$ cat src/rtl/cxapb_arbiter_pkg.sv
// Shared types and default widths for the two-port APB3 arbiter.
package cxapb_arbiter_pkg;

  localparam int unsigned DefAddrWidth = 32;
  localparam int unsigned DefDataWidth = 32;

  typedef enum logic [1:0] {
    StIdle   = 2'd0,
    StSetup  = 2'd1,
    StAccess = 2'd2,
    StResp   = 2'd3
  } state_e;

  typedef logic port_idx_t;

endpackage

$ cat src/rtl/cxapb_rr_arb2.sv
// Two-requester round-robin grant selection; purely combinational, pointer held by the parent.
module cxapb_rr_arb2
  import cxapb_arbiter_pkg::*;
(
  input  logic [1:0] req,
  input  port_idx_t  last,
  output port_idx_t  grant,
  output logic       any_req
);

  always_comb begin
    any_req = |req;
    grant   = 1'b0;
    if (req == 2'b11) begin
      grant = ~last;
    end else if (req[1]) begin
      grant = 1'b1;
    end
  end

endmodule

$ cat src/rtl/cxapb_arbiter.sv
// Shares one APB3 master port between two requester ports with round-robin arbitration.
module cxapb_arbiter
  import cxapb_arbiter_pkg::*;
#(
  parameter int unsigned ADDR_WIDTH = DefAddrWidth,
  parameter int unsigned DATA_WIDTH = DefDataWidth
) (
  input  logic                  pclk,
  input  logic                  preset,
  input  logic                  pclken,
  input  logic                  psel0,
  input  logic                  penable0,
  input  logic                  pwrite0,
  input  logic [ADDR_WIDTH-1:0] paddr0,
  input  logic [DATA_WIDTH-1:0] pwdata0,
  output logic [DATA_WIDTH-1:0] prdata0,
  output logic                  pready0,
  output logic                  pslverr0,
  input  logic                  psel1,
  input  logic                  penable1,
  input  logic                  pwrite1,
  input  logic [ADDR_WIDTH-1:0] paddr1,
  input  logic [DATA_WIDTH-1:0] pwdata1,
  output logic [DATA_WIDTH-1:0] prdata1,
  output logic                  pready1,
  output logic                  pslverr1,
  output logic                  pselm,
  output logic                  penablem,
  output logic                  pwritem,
  output logic [ADDR_WIDTH-1:0] paddrm,
  output logic [DATA_WIDTH-1:0] pwdatam,
  input  logic [DATA_WIDTH-1:0] prdatam,
  input  logic                  preadym,
  input  logic                  pslverrm
);

  state_e                  state_q, state_d;
  port_idx_t               last_q, last_d;
  port_idx_t               gnt_q, gnt_d;
  logic                    pselm_q, pselm_d;
  logic                    penablem_q, penablem_d;
  logic                    pwritem_q, pwritem_d;
  logic [ADDR_WIDTH-1:0]   paddrm_q, paddrm_d;
  logic [DATA_WIDTH-1:0]   pwdatam_q, pwdatam_d;
  logic [DATA_WIDTH-1:0]   prdata0_q, prdata0_d;
  logic [DATA_WIDTH-1:0]   prdata1_q, prdata1_d;
  logic [1:0]              pready_q, pready_d;
  logic [1:0]              pslverr_q, pslverr_d;

  port_idx_t arb_grant;
  logic      arb_any;
  logic      gnt_psel;

  // A requester is sampled on psel alone, so its enable is not needed.
  logic unused_penable;
  assign unused_penable = penable0 ^ penable1;

  cxapb_rr_arb2 u_rr_arb2 (
    .req     ({psel1, psel0}),
    .last    (last_q),
    .grant   (arb_grant),
    .any_req (arb_any)
  );

  assign gnt_psel = gnt_q ? psel1 : psel0;

  always_comb begin
    state_d    = state_q;
    last_d     = last_q;
    gnt_d      = gnt_q;
    pselm_d    = pselm_q;
    penablem_d = penablem_q;
    pwritem_d  = pwritem_q;
    paddrm_d   = paddrm_q;
    pwdatam_d  = pwdatam_q;
    prdata0_d  = prdata0_q;
    prdata1_d  = prdata1_q;
    pready_d   = pready_q;
    pslverr_d  = pslverr_q;

    unique case (state_q)
      StIdle: begin
        if (arb_any) begin
          gnt_d      = arb_grant;
          last_d     = arb_grant;
          pselm_d    = 1'b1;
          penablem_d = 1'b0;
          pwritem_d  = arb_grant ? pwrite1 : pwrite0;
          paddrm_d   = arb_grant ? paddr1 : paddr0;
          pwdatam_d  = arb_grant ? pwdata1 : pwdata0;
          state_d    = StSetup;
        end
      end
      StSetup: begin
        penablem_d = 1'b1;
        state_d    = StAccess;
      end
      StAccess: begin
        if (preadym) begin
          pselm_d    = 1'b0;
          penablem_d = 1'b0;
          state_d    = StResp;
          // A requester that abandoned its transfer gets no response.
          if (gnt_psel) begin
            pready_d[gnt_q]  = 1'b1;
            pslverr_d[gnt_q] = pslverrm;
            if (gnt_q) begin
              prdata1_d = prdatam;
            end else begin
              prdata0_d = prdatam;
            end
          end
        end
      end
      StResp: begin
        pready_d  = 2'b00;
        pslverr_d = 2'b00;
        state_d   = StIdle;
      end
      default: state_d = StIdle;
    endcase
  end

  always_ff @(posedge pclk) begin
    if (preset) begin
      state_q    <= StIdle;
      last_q     <= 1'b1;
      gnt_q      <= 1'b0;
      pselm_q    <= 1'b0;
      penablem_q <= 1'b0;
      pwritem_q  <= 1'b0;
      paddrm_q   <= '0;
      pwdatam_q  <= '0;
      prdata0_q  <= '0;
      prdata1_q  <= '0;
      pready_q   <= 2'b00;
      pslverr_q  <= 2'b00;
    end else if (pclken) begin
      state_q    <= state_d;
      last_q     <= last_d;
      gnt_q      <= gnt_d;
      pselm_q    <= pselm_d;
      penablem_q <= penablem_d;
      pwritem_q  <= pwritem_d;
      paddrm_q   <= paddrm_d;
      pwdatam_q  <= pwdatam_d;
      prdata0_q  <= prdata0_d;
      prdata1_q  <= prdata1_d;
      pready_q   <= pready_d;
      pslverr_q  <= pslverr_d;
    end
  end

  assign pselm    = pselm_q;
  assign penablem = penablem_q;
  assign pwritem  = pwritem_q;
  assign paddrm   = paddrm_q;
  assign pwdatam  = pwdatam_q;
  assign prdata0  = prdata0_q;
  assign prdata1  = prdata1_q;
  assign pready0  = pready_q[0];
  assign pready1  = pready_q[1];
  assign pslverr0 = pslverr_q[0];
  assign pslverr1 = pslverr_q[1];

endmodule

$ cat config.mk
export PLATFORM = sky130hd
export DESIGN_NAME = cxapb_arbiter
export DESIGN_NICKNAME = d
export VERILOG_FILES = /design/src/rtl/cxapb_arbiter_pkg.sv /design/src/rtl/cxapb_rr_arb2.sv /design/src/rtl/cxapb_arbiter.sv
export SDC_FILE = /design/constraint.sdc
export NUM_CORES = 1
export LEC_CHECK = 0
export ABC_AREA = 1
export CORE_ASPECT_RATIO = 1.5
export CORE_UTILIZATION = 39
export CTS_BUF_LIST = sky130_fd_sc_hd__clkbuf_16
export CTS_CLUSTER_DIAMETER = 200
export DETAILED_ROUTE_END_ITERATION = 8
export MAX_ROUTING_LAYER = met4
export PLACE_DENSITY = 0.84
export SYNTH_ARGS = -nofsm -noshare
export SYNTH_HDL_FRONTEND = slang
export SYNTH_HIERARCHICAL = 1
export SYNTH_SLANG_ARGS = --single-unit
$ cat constraint.sdc
create_clock -name pclk -period 1.8 [get_ports pclk]
set_clock_uncertainty 0.05 [all_clocks]
set_input_delay 0.18 -clock pclk [delete_from_list [all_inputs] [get_ports pclk]]
set_output_delay 0.18 -clock pclk [all_outputs]
set_load 0.03 [all_outputs]
Word-level counts from Yosys, hierarchy flattened
Index checks and enable logic that the tools add are counted.
{ "word_totals": {"register_bits": 139, "inputBits": 171, "out_inout_bits": 135, "elab_cells": 60} }
{ "classes": {"n_lt_le_gt_ge": 2, "n_eq_ne": 7, "n_mux": 23, "bitwise": 3, "reduce_logical": 13} }
{ "ops": {"columns": ["cell", "count"], "rows": [
  ["$mux 32", 2],
  ["$mux 2", 6],
  ["$reduce_and 4->1", 3],
  ["$reduce_and 5->1", 2],
  ["$mux 1", 8],
  ["$pmux 2 s2", 2],
  ["$pmux 2 s4", 1],
  ["$eq 2x2->1 const B", 3],
  ["$ne 2x2->1 const B", 3],
  ["$reduce_and 3->1", 2],
  ["$reduce_bool 2->1", 2],
  ["$pmux 1 s3", 1],
  ["$reduce_bool 3->1", 1],
  ["$bwmux 2", 1],
  ["$eq 2x1->1 const B", 1],
  ["$logic_not 2->1", 1],
  ["$lt 1x2->1 const B", 1],
  ["$not 1->1", 2],
  ["$or 2x2->2", 1],
  ["$pmux 1 s2", 1],
  ["$reduce_or 2->1", 1],
  ["$demux 1 s1", 1],
  ["$ge 1x1->1 const B", 1],
  ["$logic_and 1x1->1", 1]
]} }

Longest topological paths before layout
Gate-level depths: netlist (run 1).
{ "logic_depth": {"word_depth": 8, "mapped_depth": 8, "ltp_nobuf": 8} }

Cells and area by module
The synthesis (run 1) kept the hierarchy.
{ "by_module_without_submodules": {"columns": ["module", "n_inst", "cells_per_inst", "area_each_um2", "seq_area_each_um2"], "rows": [
  ["cxapb_arbiter", 1, 646, 5541.6, 2782.7],
  ["cxapb_rr_arb2", 1, 3, 15.0, 0.0]
]} }

Worst setup path before layout (run 1)
No wires, ideal clock.
{ "synth_path": {"path_kind": "flip-flop to flip-flop", "start": "reg state_q[0]", "end": "reg pwdatam_q[12], in the netlist pwdatam[12]", "setup_ns": 0.120, "arrival_ns": 1.314, "required_ns": 1.630, "slack_ns": 0.316, "path_stages_with_launch": 9, "n_path_buf": 2, "synth_period_minus_slack_ns": 1.484, "cell_sequence": "dfxtp_1 > inv_1 > ha_1 > nand3_1 > inv_2 > buf_4 > buf_4 > o21ai_0 > a21oi_1"} }
{ "synth_via": {"elab_chain_cells": 2} }
{ "synth_rtl": {"columns": ["item", "line", "text"], "rows": [
  ["start: declaration", "cxapb_arbiter.sv:37", "state_e state_q, state_d;"],
  ["start signal: assignment", "cxapb_arbiter.sv:126", "state_q <= StIdle;"],
  ["start signal: assignment", "cxapb_arbiter.sv:139", "state_q <= state_d;"],
  ["$logic_not 2->1", "cxapb_arbiter.sv:81", "unique case (state_q)"],
  ["$reduce_and 3->1 (no line)", null, null],
  ["end signal: assignment", "cxapb_arbiter.sv:146", "pwdatam_q <= pwdatam_d;"],
  ["end: declaration", "cxapb_arbiter.sv:44", "logic [DATA_WIDTH-1:0] pwdatam_q, pwdatam_d;"]
]} }
No other way between the ends.
A chain may end at the register's enable or synchronous reset.

Worst setup path in the final report (run 1)
{ "layout_path": {"start": "reg pselm_q, in the netlist pselm", "end": "out pselm"} }
{ "layout_lines": {"columns": ["item", "line", "text"], "rows": [
  ["start: declaration", "cxapb_arbiter.sv:40", "logic pselm_q, pselm_d;"],
  ["start signal: assignment", "cxapb_arbiter.sv:142", "pselm_q <= pselm_d;"],
  ["end: declaration", "cxapb_arbiter.sv:27", "output logic pselm,"]
]} }
No word-level cell between the ends.

==> metrics.md, run 1 <==
| Metric | Value |
|---|---|
| Status | `completed` |
| Input/output buffers | `just over 300` |
| Top FF cell, synth | `dfxtp_1` |
| Place WS | `-0.171 ns` |
| Global-route wire length before repair | `roughly 28000 um` |
| XOR/XNOR Fraction of Synth Area | `0%` |
| Diode count | `0` |
| Crit-path leading delay family | `buffers and inverters` |
| Die Y | `148 um` |
| DRT iter0 DRCs | `204` |
| RSZ-0062 raised after global routing | `false` |
| Cells along the critical path | `clkdlybuf4s50_1` |
| Drt drc | `0` |
| Yosys top cell area share | `50.1%` |
| Ys Warns | `6` |
| Site row count | `53` |
| CP max stage delay | `0.70 ns` |
| Vias | `around 5700` |
| Synth Area in Compound Gates | `a little under a fifth` |
| Lkg Pwr | `a little under 4 nW` |
| CP startpoint kind | `register` |
| Synth Area in Adders | `approximately 1.1%` |
| CTS Root Cell | `clkbuf_16` |
| Post-placement cell area | `roughly 8900 um2` |
| Critical Path RT | `1.57 ns` |
| Finished Cell Area | `around 9600 um2` |
| Synthesized net count | `just over 800` |
| Multiplexer share of the synthesized area | `about an eighth` |
| Mapped Area | `~5600 um2` |
| Reg-to-reg critical path startpoint | `state_q[0]` |
| Core Area | `~14000 um2` |
| Vias in the first global route | `around 5700` |
| Fill count | `roughly 1100` |
| FF+latch count, synth | `139` |
| Post-synth EDFFs | `0` |
| Power Density | `~950 nW/um2` |
| Post-DP HPWL | `around 13000 um` |
| Clk_lat worst skew | `~0.40 ns` |
| Share of cells above drive strength 1 | `slightly above 8%` |
| Critical-path top delay cell | `clkdlybuf4s50_1` |
| Fin crit period | `between 1.5 and 2 ns` |
| Top Ports | `around 300` |
| Crit. Startpoint | `pselm` |
| Die area | `14700 um2` |
| Simple-gate share of the synthesized area | `between 10% and 20%` |
| Element type at the critical path end | `primary output` |
| Crit Path Class | `reg -> out` |
| Clk sinks | `roughly 140` |
| Netlist cell types | `22` |
| Final worst setup slack | `just under 0.1 ns` |
| Die width | `99.5 um` |
| Overflow after GRT | `0` |
| CP max FO | `2` |
| Initial antenna violation count | `0` |
| F_max | `slightly below 600 MHz` |
| Synth Instances | `around 650` |
| Peak supply drop | `0.757 mV` |
| Total GRT Usage | `between 20% and 30%` |
| Synth top cells by count | `dfxtp_1 (139), nor2_1 (138), o21ai_0 (121)` |
| CTS tree | `done` |
| Max-cap viol count | `0` |
| DRT antenna net count | `0` |
| Setup Viol. Count Final | `0` |
| CP bufs+invs | `1` |
| Min-Delay Path Class | `in -> reg` |
| H-tree levels | `4` |
| Least-Margin Pin Slew | `between 0.3 and 0.4 ns` |
| Yosys top cell by area | `dfxtp_1` |
| Area Overhead vs Synth | `72.6%` |
| Initial DRT Pass Iterations | `4` |
| Longest Clk Path Bufs | `2` |
| Cts bufs inserted | `17` |
| Final-report max-slew violation count | `0` |
| Largest net degree at the start of global routing | `85` |
| Initial Utilization | `between 30% and 40%` |
| Via-to-Cell Ratio | `4.93` |
| Avg WL per Cell | `~16 um` |
| Sequential share of the synthesized area | `~50%` |
| Most common cell in the netlist | `dfxtp_1` |
| Async SR Flop Fraction | `0%` |
| Post-Route WL | `18100 um` |
| Arrival time at the worst endpoint | `approximately 1.5 ns` |
| Period utilization | `a little over nine tenths` |
| Clock transition at path regs | `about 0.06 ns` |
| Max-Slew Margin vs Limit | `73.7%` |
| Hold_sp | `prdatam[17]` |
| Largest family of logic cells by synthesized area | `compound AO/OA/AOI/OAI gates` |
| Main area contributors after synthesis | `dfxtp_1 (50%), mux2i_1 (12%), o21ai_0 (11%), nor2_1 (9.3%), a21oi_1 (6.7%)` |
| Final Hold Viols | `0` |
| Syn avg cell area | `roughly 8.6 um2` |
| Fin nets | `1135` |
| GP Congestion | `roughly 0.9` |
| Hold-fix buffers, CTS | `0` |
-- flip-flops by register name, indices dropped and copies added (netlist names), 2 cells and up --
signal,cells
paddrm,32
prdata0,32
prdata1,32
pready_q,2
pslverr_q,2
pwdatam,32
state_q,2
-- cell type report --
class,count,area [um2],share of cell area [%]
timing repair buffer,340,3430,35.7
sequential,139,2780,29.0
multi-input combinational,448,2450,25.5
clock buffer,17,425,4.43
tap,192,240,2.50
clock inverter,14,219,2.28
inverter,13,51.3,0.535
-- metal layers --
metal  global-route usage, %  share of wire, %
met4                    9.19               2.3
met2                    45.2                52
met1                    25.8                38
met3                    6.81               7.7
met5                       -                 0
-- kinds of logic after synthesis --
kind of cell,Yosys count
AOI/OAI and AO/OA,206
and+or+nand+nor,172
DFF,139
muxes,65
buffers and inverters,62
adders and majority gates,5
-- cells in the final DEF, fill, tap and decap left out, types with 8 or more instances in the layout --
cell	count
clkdlybuf4s50_1	303
nand3_1	9
o21ai_0	120
buf_4	27
dfxtp_1	139
mux2i_1	65
o21ai_1	11
buf_12	9
a21oi_1	73
clkbuf_16	17
nand2_1	16
nor2_1	138
inv_1	8
-- what timing repair did --
item                                    CTS  global route
endpoints found under the setup margin    0            32
gates resized for setup                   0             3
setup buffers                             0             0
-- report_power, final --
| part | internal, mW | switching (mW) |
|---|---|---|
| sequential | 3.28 | 0.104 |
| clock | 2.47 | 1.36 |
| combinational | 0.921 | 0.949 |
| total | 6.66 | 2.42 |
-- through the flow --
step           hold WS, ns  setup TNS (ns)  cells  utilization [%]  total power, mW
6_report             0.335               0   1163             68.6             9.08
5_1_grt              0.334               0   1163             68.6             9.45
4_1_cts              0.327               0   1163             68.5             9.15
3_5_place_dp         0.408           -2.69   1132             63.9             5.31
3_3_place_gp         0.398          -0.764   1132             63.9             5.28
2_1_floorplan        0.265               0    649                -             4.34
-- final timing paths --
path / depth (start not counted) / slack, ns / endpoint
worst max-delay path: 1 / 0.1 / pselm
worst min-delay path: 3 / 0.34 / prdata1[17]
worst min register to register: 2 / 0.42 / pslverr_q[1]
worst max register to register: 7 / 0.16 / prdata0[4]
Note: power is estimated with default switching activity, not from simulation.
==> run 2, diff against run 1 <==
Settings changed: REMOVE_ABC_BUFFERS from default to 1.
==> run 2 against run 1 <==
Compared with the run above: non-clock buffer count is 13 lower; maximum frequency is 2.5% lower; sequential cell count stayed put; largest cell class unchanged; worst hold slack worse by 0.0078 ns.
==> metrics.md, run 2 (synthesis results as in run 1) <==
| Metric | Value |
|---|---|
| Status | `completed (unchanged)` |
| Peak supply drop | `0.551 mV (was 0.757 mV)` |
| Drt drc | `0 (unchanged)` |
| Leading cell type in the layout, fill and taps excluded | `clkdlybuf4s50_1 (unchanged)` |
| CTS Root Cell | `clkbuf_16 (unchanged)` |
| Crit-path leading delay family | `buffers and inverters (unchanged)` |
| Min-Delay Path Class | `in -> reg (unchanged)` |
| Least-Margin Pin Slew | `0.400 ns (was 0.393 ns)` |
| Cells along the critical path | `clkdlybuf4s50_1 (unchanged)` |
| Period utilization | `97.0% (was 94.6%)` |
| Die Y | `148 um (unchanged)` |
| Power Density | `909 nW/um2 (was 947 nW/um2)` |
| Diode count | `0 (unchanged)` |
| Final-report max-slew violation count | `0 (unchanged)` |
| Initial antenna violation count | `0 (unchanged)` |
| Area Overhead vs Synth | `69.3% (was 72.6%)` |
| CP max stage delay | `0.75 ns (was 0.70 ns)` |
| Critical-path top delay cell | `clkdlybuf4s50_1 (unchanged)` |
| Clock transition at path regs | `0.07 ns (was 0.06 ns)` |
| Arrival time at the worst endpoint | `1.52 ns (was 1.47 ns)` |
| DRT antenna net count | `0 (unchanged)` |
| F_max | `573 MHz (was 587 MHz)` |
| Vias | `5672 (was 5736)` |
| Hold-fix buffers, CTS | `0 (unchanged)` |
| H-tree levels | `4 (unchanged)` |
| Die width | `99.5 um (unchanged)` |
| Fin crit period | `1.75 ns (was 1.70 ns)` |
| CP startpoint kind | `register (unchanged)` |
| Fin cells | `1151 (was 1163)` |
| Post-Route WL | `17500 um (was 18100 um)` |
| CTS tree | `done (unchanged)` |
| RSZ-0062 raised after global routing | `false (unchanged)` |
| Die area | `14700 um2 (unchanged)` |
| Fin nets | `1122 (was 1135)` |
| Initial Utilization | `39.7% (unchanged)` |
| Total GRT Usage | `24.4% (was 25.1%)` |
| Site row count | `53 (unchanged)` |
| Longest Clk Path Bufs | `2 (unchanged)` |
| Crit Path Class | `reg -> out (unchanged)` |
| Lkg Pwr | `3.76 nW (was 3.87 nW)` |
| Post-DP HPWL | `12600 um (was 13300 um)` |
| Final Hold Viols | `0 (unchanged)` |
| Via-to-Cell Ratio | `4.93 (about the same)` |
| Clk_lat worst skew | `0.40 ns (about the same)` |
| Clk sinks | `139 (unchanged)` |
| Cts bufs inserted | `17 (unchanged)` |
| Core Area | `14000 um2 (unchanged)` |
| Avg WL per Cell | `15.2 um (was 15.6 um)` |
| Max-Slew Margin vs Limit | `73.3% (was 73.7%)` |
| Fill count | `1102 (was 1089)` |
| Most frequent cells in the layout | `clkdlybuf4s50_1 (303), dfxtp_1 (139), nor2_1 (138), o21ai_0 (118), a21oi_1 (73) (was clkdlybuf4s50_1 (303), dfxtp_1 (139), nor2_1 (138), o21ai_0 (120), a21oi_1 (73))` |
| Element type at the critical path end | `primary output (unchanged)` |
| Final core occ | `67.2% (was 68.6%)` |
| CP max FO | `2 (unchanged)` |
| CP bufs+invs | `1 (unchanged)` |
| Input/output buffers | `303 (unchanged)` |
| Largest net degree at the start of global routing | `85 (unchanged)` |
| Initial DRT Pass Iterations | `5 (was 4)` |
| Share of cells above drive strength 1 | `6.99% (was 8.14%)` |
| Top Ports | `306 (unchanged)` |
| DRT iter0 DRCs | `161 (was 204)` |
| Hold_ws | `0.327 ns (was 0.335 ns)` |
| Overflow after GRT | `0 (unchanged)` |
| GP Congestion | `0.805 (was 0.902)` |
| Vias in the first global route | `5652 (was 5678)` |
| Max-cap viol count | `0 (unchanged)` |
| Critical Path RT | `1.57 ns (about the same)` |
| Placed cell count | `1119 (was 1132)` |
| Global-route wire length before repair | `27300 um (was 28100 um)` |
| Setup Viol. Count Final | `0 (unchanged)` |
## run 2: cell count changes in the layout (fill, tap and decap cells not counted), moves of 2 or more
cell / delta
bufinv_16: -4
o21ai_1: +2
o21ai_0: -2
inv_6: +2
clkinv_4: +2
buf_4: -12
inv_2: -2
## run 2: stage by stage
step / setup TNS (ns) / instance area, um2 / total power, mW / setup slack (ns)
detailed placement: -0.584 / 8830 / 5.28 / -0.0402
global placement: 0 / 8830 / 5.24 / 0.0113
global route: 0 / 9410 / 8.91 / 0.00403
floorplan: -252.60 / 5270 / 4.32 / -3.77
CTS: 0 / 9400 / 8.63 / 0.0423
finish: 0 / 9410 / 8.56 / 0.0536
## run 2: final cells by class
cell class / instances / area (um2) / share of cell area [%]
multi-input combinational: 448 / 2450 / 26.0
inverter: 13 / 55.1 / 0.585
sequential: 139 / 2780 / 29.6
clock inverter: 15 / 141 / 1.50
clock buffer: 17 / 425 / 4.52
timing repair buffer: 327 / 3320 / 35.3
tap: 192 / 240 / 2.55
## run 2: routing by layer
| metal | GRT usage [%] | share of wire (%) | up-vias |
|---|---|---|---|
| li1 | - | - | 2799 |
| met4 | 11.2 | 3.6 | 0 |
| met1 | 24.3 | 38 | 2613 |
| met3 | 7.19 | 7.2 | 41 |
| met5 | - | 0 | - |
| met2 | 43.4 | 51 | 219 |
## run 2: worst reg2reg max path: stages, from the launching register on
cell and delay, ns:
dfxtp_1 0.38, inv_1 0.09, ha_1 0.22, nand3_1 0.13
clkinv_2 0.14, buf_12 0.23, o21ai_0 0.21, a21oi_1 0.06
## run 2: where the power goes
part	internal (mW)	switching, mW	total (mW)
registers	3.28	0.0964	3.37
clock network	1.92	1.42	3.34
logic	0.906	0.934	1.84
## run 2: final timing paths
kind	from	end	slack, ns	cells past startpoint
setup reg to reg	state_q[1]	pwdatam[12]	0.16	7
hold / removal	prdatam[29]	prdata1[29]	0.33	3
setup / recovery	pwdatam[28]	pwdatam[28]	0.05	1
hold reg to reg	pslverr_q[0]	pslverr_q[0]	0.42	2
## run 2: what timing repair did
item / CTS / global route
resized for setup: 0 / 8
endpoints found under the hold margin: 0 / 0
buffers inserted: 0 / 0
setup endpoints to repair: 0 / 67
==> run 3, diff against run 2 <==
Settings changed: CORE_MARGIN from default to 2.
==> run 3 against run 2 <==
Compared with the run above: final cell count about the same; critical path type unchanged; clock power is 5% higher; highest routed layer unchanged; first-iteration DRC count grew 43%; register-to-register slack better by 0.02 ns; power is 2.0% higher.
==> metrics.md, run 3 (synthesis results as in run 1) <==
| Metric | Value |
|---|---|
| CTS tree | `done (unchanged)` |
| Most frequent cells in the layout | `clkdlybuf4s50_1 (303), dfxtp_1 (139), nor2_1 (138), o21ai_0 (121), a21oi_1 (73) (was clkdlybuf4s50_1 (303), dfxtp_1 (139), nor2_1 (138), o21ai_0 (118), a21oi_1 (73))` |
| CTS Root Cell | `clkbuf_16 (unchanged)` |
| Max-Slew Margin vs Limit | `72.2% (was 73.3%)` |
| Longest Clk Path Bufs | `2 (unchanged)` |
| Final Hold Viols | `0 (unchanged)` |
| Post-placement cell area | `8860 um2 (was 8830 um2)` |
| DRT iter0 DRCs | `231 (was 161)` |
| Vias | `5568 (was 5672)` |
| Fill count | `1102 (unchanged)` |
| Finished Cell Area | `9460 um2 (was 9410 um2)` |
| Cts bufs inserted | `17 (unchanged)` |
| Diode count | `0 (unchanged)` |
| Final-report max-slew violation count | `0 (unchanged)` |
| CP max FO | `2 (unchanged)` |
| Post-DP HPWL | `12700 um (was 12600 um)` |
| Die width | `101 um (was 99.5 um)` |
| Post-Route WL | `17500 um (about the same)` |
| Design Power | `8.73 mW (was 8.56 mW)` |
| Global-route wire length before repair | `26500 um (was 27300 um)` |
| Core Area | `14000 um2 (unchanged)` |
| Cells along the critical path | `clkdlybuf4s50_1 (unchanged)` |
| Max-cap viol count | `0 (unchanged)` |
| Min-Delay Path Class | `in -> reg (unchanged)` |
| Avg WL per Cell | `15.2 um (about the same)` |
| Largest net degree at the start of global routing | `81 (was 85)` |
| GP Congestion | `0.777 (was 0.805)` |
| Arrival time at the worst endpoint | `1.48 ns (was 1.52 ns)` |
| Initial Utilization | `39.7% (unchanged)` |
| Crit Path Class | `reg -> out (unchanged)` |
| Site row count | `53 (unchanged)` |
| Final core occ | `67.6% (was 67.2%)` |
| H-tree levels | `4 (unchanged)` |
| Area Overhead vs Synth | `70.2% (was 69.3%)` |
| Total GRT Usage | `22.7% (was 24.4%)` |
| F_max | `585 MHz (was 573 MHz)` |
| Status | `completed (unchanged)` |
| Top Ports | `306 (unchanged)` |
| Leading cell type in the layout, fill and taps excluded | `clkdlybuf4s50_1 (unchanged)` |
| RSZ-0062 raised after global routing | `false (unchanged)` |
| Drt drc | `0 (unchanged)` |
| CP startpoint kind | `register (unchanged)` |
| Crit-path leading delay family | `buffers and inverters (unchanged)` |
| Input/output buffers | `303 (unchanged)` |
| Clock transition at path regs | `0.06 ns (was 0.07 ns)` |
| Fin cells | `1150 (was 1151)` |
| Setup Viol. Count Final | `0 (unchanged)` |
| Via-to-Cell Ratio | `4.84 (was 4.93)` |
| Area of the multi-input gates | `2450 um2 (unchanged)` |
| FF/Latch Area | `2780 um2 (unchanged)` |
| Critical-path top delay cell | `clkdlybuf4s50_1 (unchanged)` |
| Initial antenna violation count | `0 (unchanged)` |
| Lkg Pwr | `3.77 nW (was 3.76 nW)` |
| Clk_lat worst skew | `0.40 ns (about the same)` |
| Vias in the first global route | `5393 (was 5652)` |
| CP max stage delay | `0.74 ns (was 0.75 ns)` |
| Least-Margin Pin Slew | `0.416 ns (was 0.400 ns)` |
| Element type at the critical path end | `primary output (unchanged)` |
| Peak supply drop | `0.572 mV (was 0.551 mV)` |
| Clk sinks | `139 (unchanged)` |
| Initial DRT Pass Iterations | `4 (was 5)` |
| Die Y | `150 um (was 148 um)` |
| Share of cells above drive strength 1 | `6.78% (was 6.99%)` |
| Critical Path RT | `1.57 ns (about the same)` |
| CP bufs+invs | `1 (unchanged)` |
| Period utilization | `94.9% (was 97.0%)` |
| Placed cell count | `1119 (unchanged)` |
| Overflow after GRT | `0 (unchanged)` |
| DRT antenna net count | `0 (unchanged)` |
| Fin crit period | `1.71 ns (was 1.75 ns)` |
| Power Density | `923 nW/um2 (was 909 nW/um2)` |
| Post-CTS setup buffers | `0 (unchanged)` |
| Die area | `15200 um2 (was 14700 um2)` |
| Fin nets | `1122 (unchanged)` |
run 3: path summary, 6_finish.rpt:
path	start	end	slack, ns	cells after the start
setup / recovery	prdata0[7]	prdata0[7]	0.09	1
hold / removal	prdatam[12]	prdata0[12]	0.34	3
setup reg to reg	state_q[1]	pwdatam[4]	0.18	7
hold reg to reg	penablem	penablem	0.41	2
run 3: metal layers:
metal  track usage (%)  wire length, um  up-vias
met2              38.4             8780      213
met4              8.85              412        0
met5                 -                0        -
li1                  -                -     2797
met3              5.99             1350       28
met1              25.3             6930     2530
run 3: power by group:
part	switching (mW)	internal, mW	total, mW
combinational	0.932	0.905	1.84
clock	1.34	2.18	3.52
sequential	0.0960	3.28	3.37
run 3: repair_timing:
action                     4_1_cts  5_1_grt
setup endpoints to repair        0       31
resized for setup                0        2
hold buffers                     0        0
run 3: through the flow:
step	setup WS [ns]	hold slack, ns	TNS, ns
floorplan	-3.77	0.199	-252.60
global route	0.0172	0.337	0
global placement	0.00467	0.397	0
finish	0.0915	0.337	0
detailed placement	-0.0924	0.405	-3.00
CTS	0.0644	0.319	0
run 3: final cells by class:
cell class	count	share of cell area [%]
Inverter	13	0.556
Clock inverter	14	1.80
Timing Repair Buffer	327	35.3
Tap cell	192	2.54
Clock buffer	17	4.50
Sequential cell	139	29.4
Multi-Input combinational cell	448	25.9
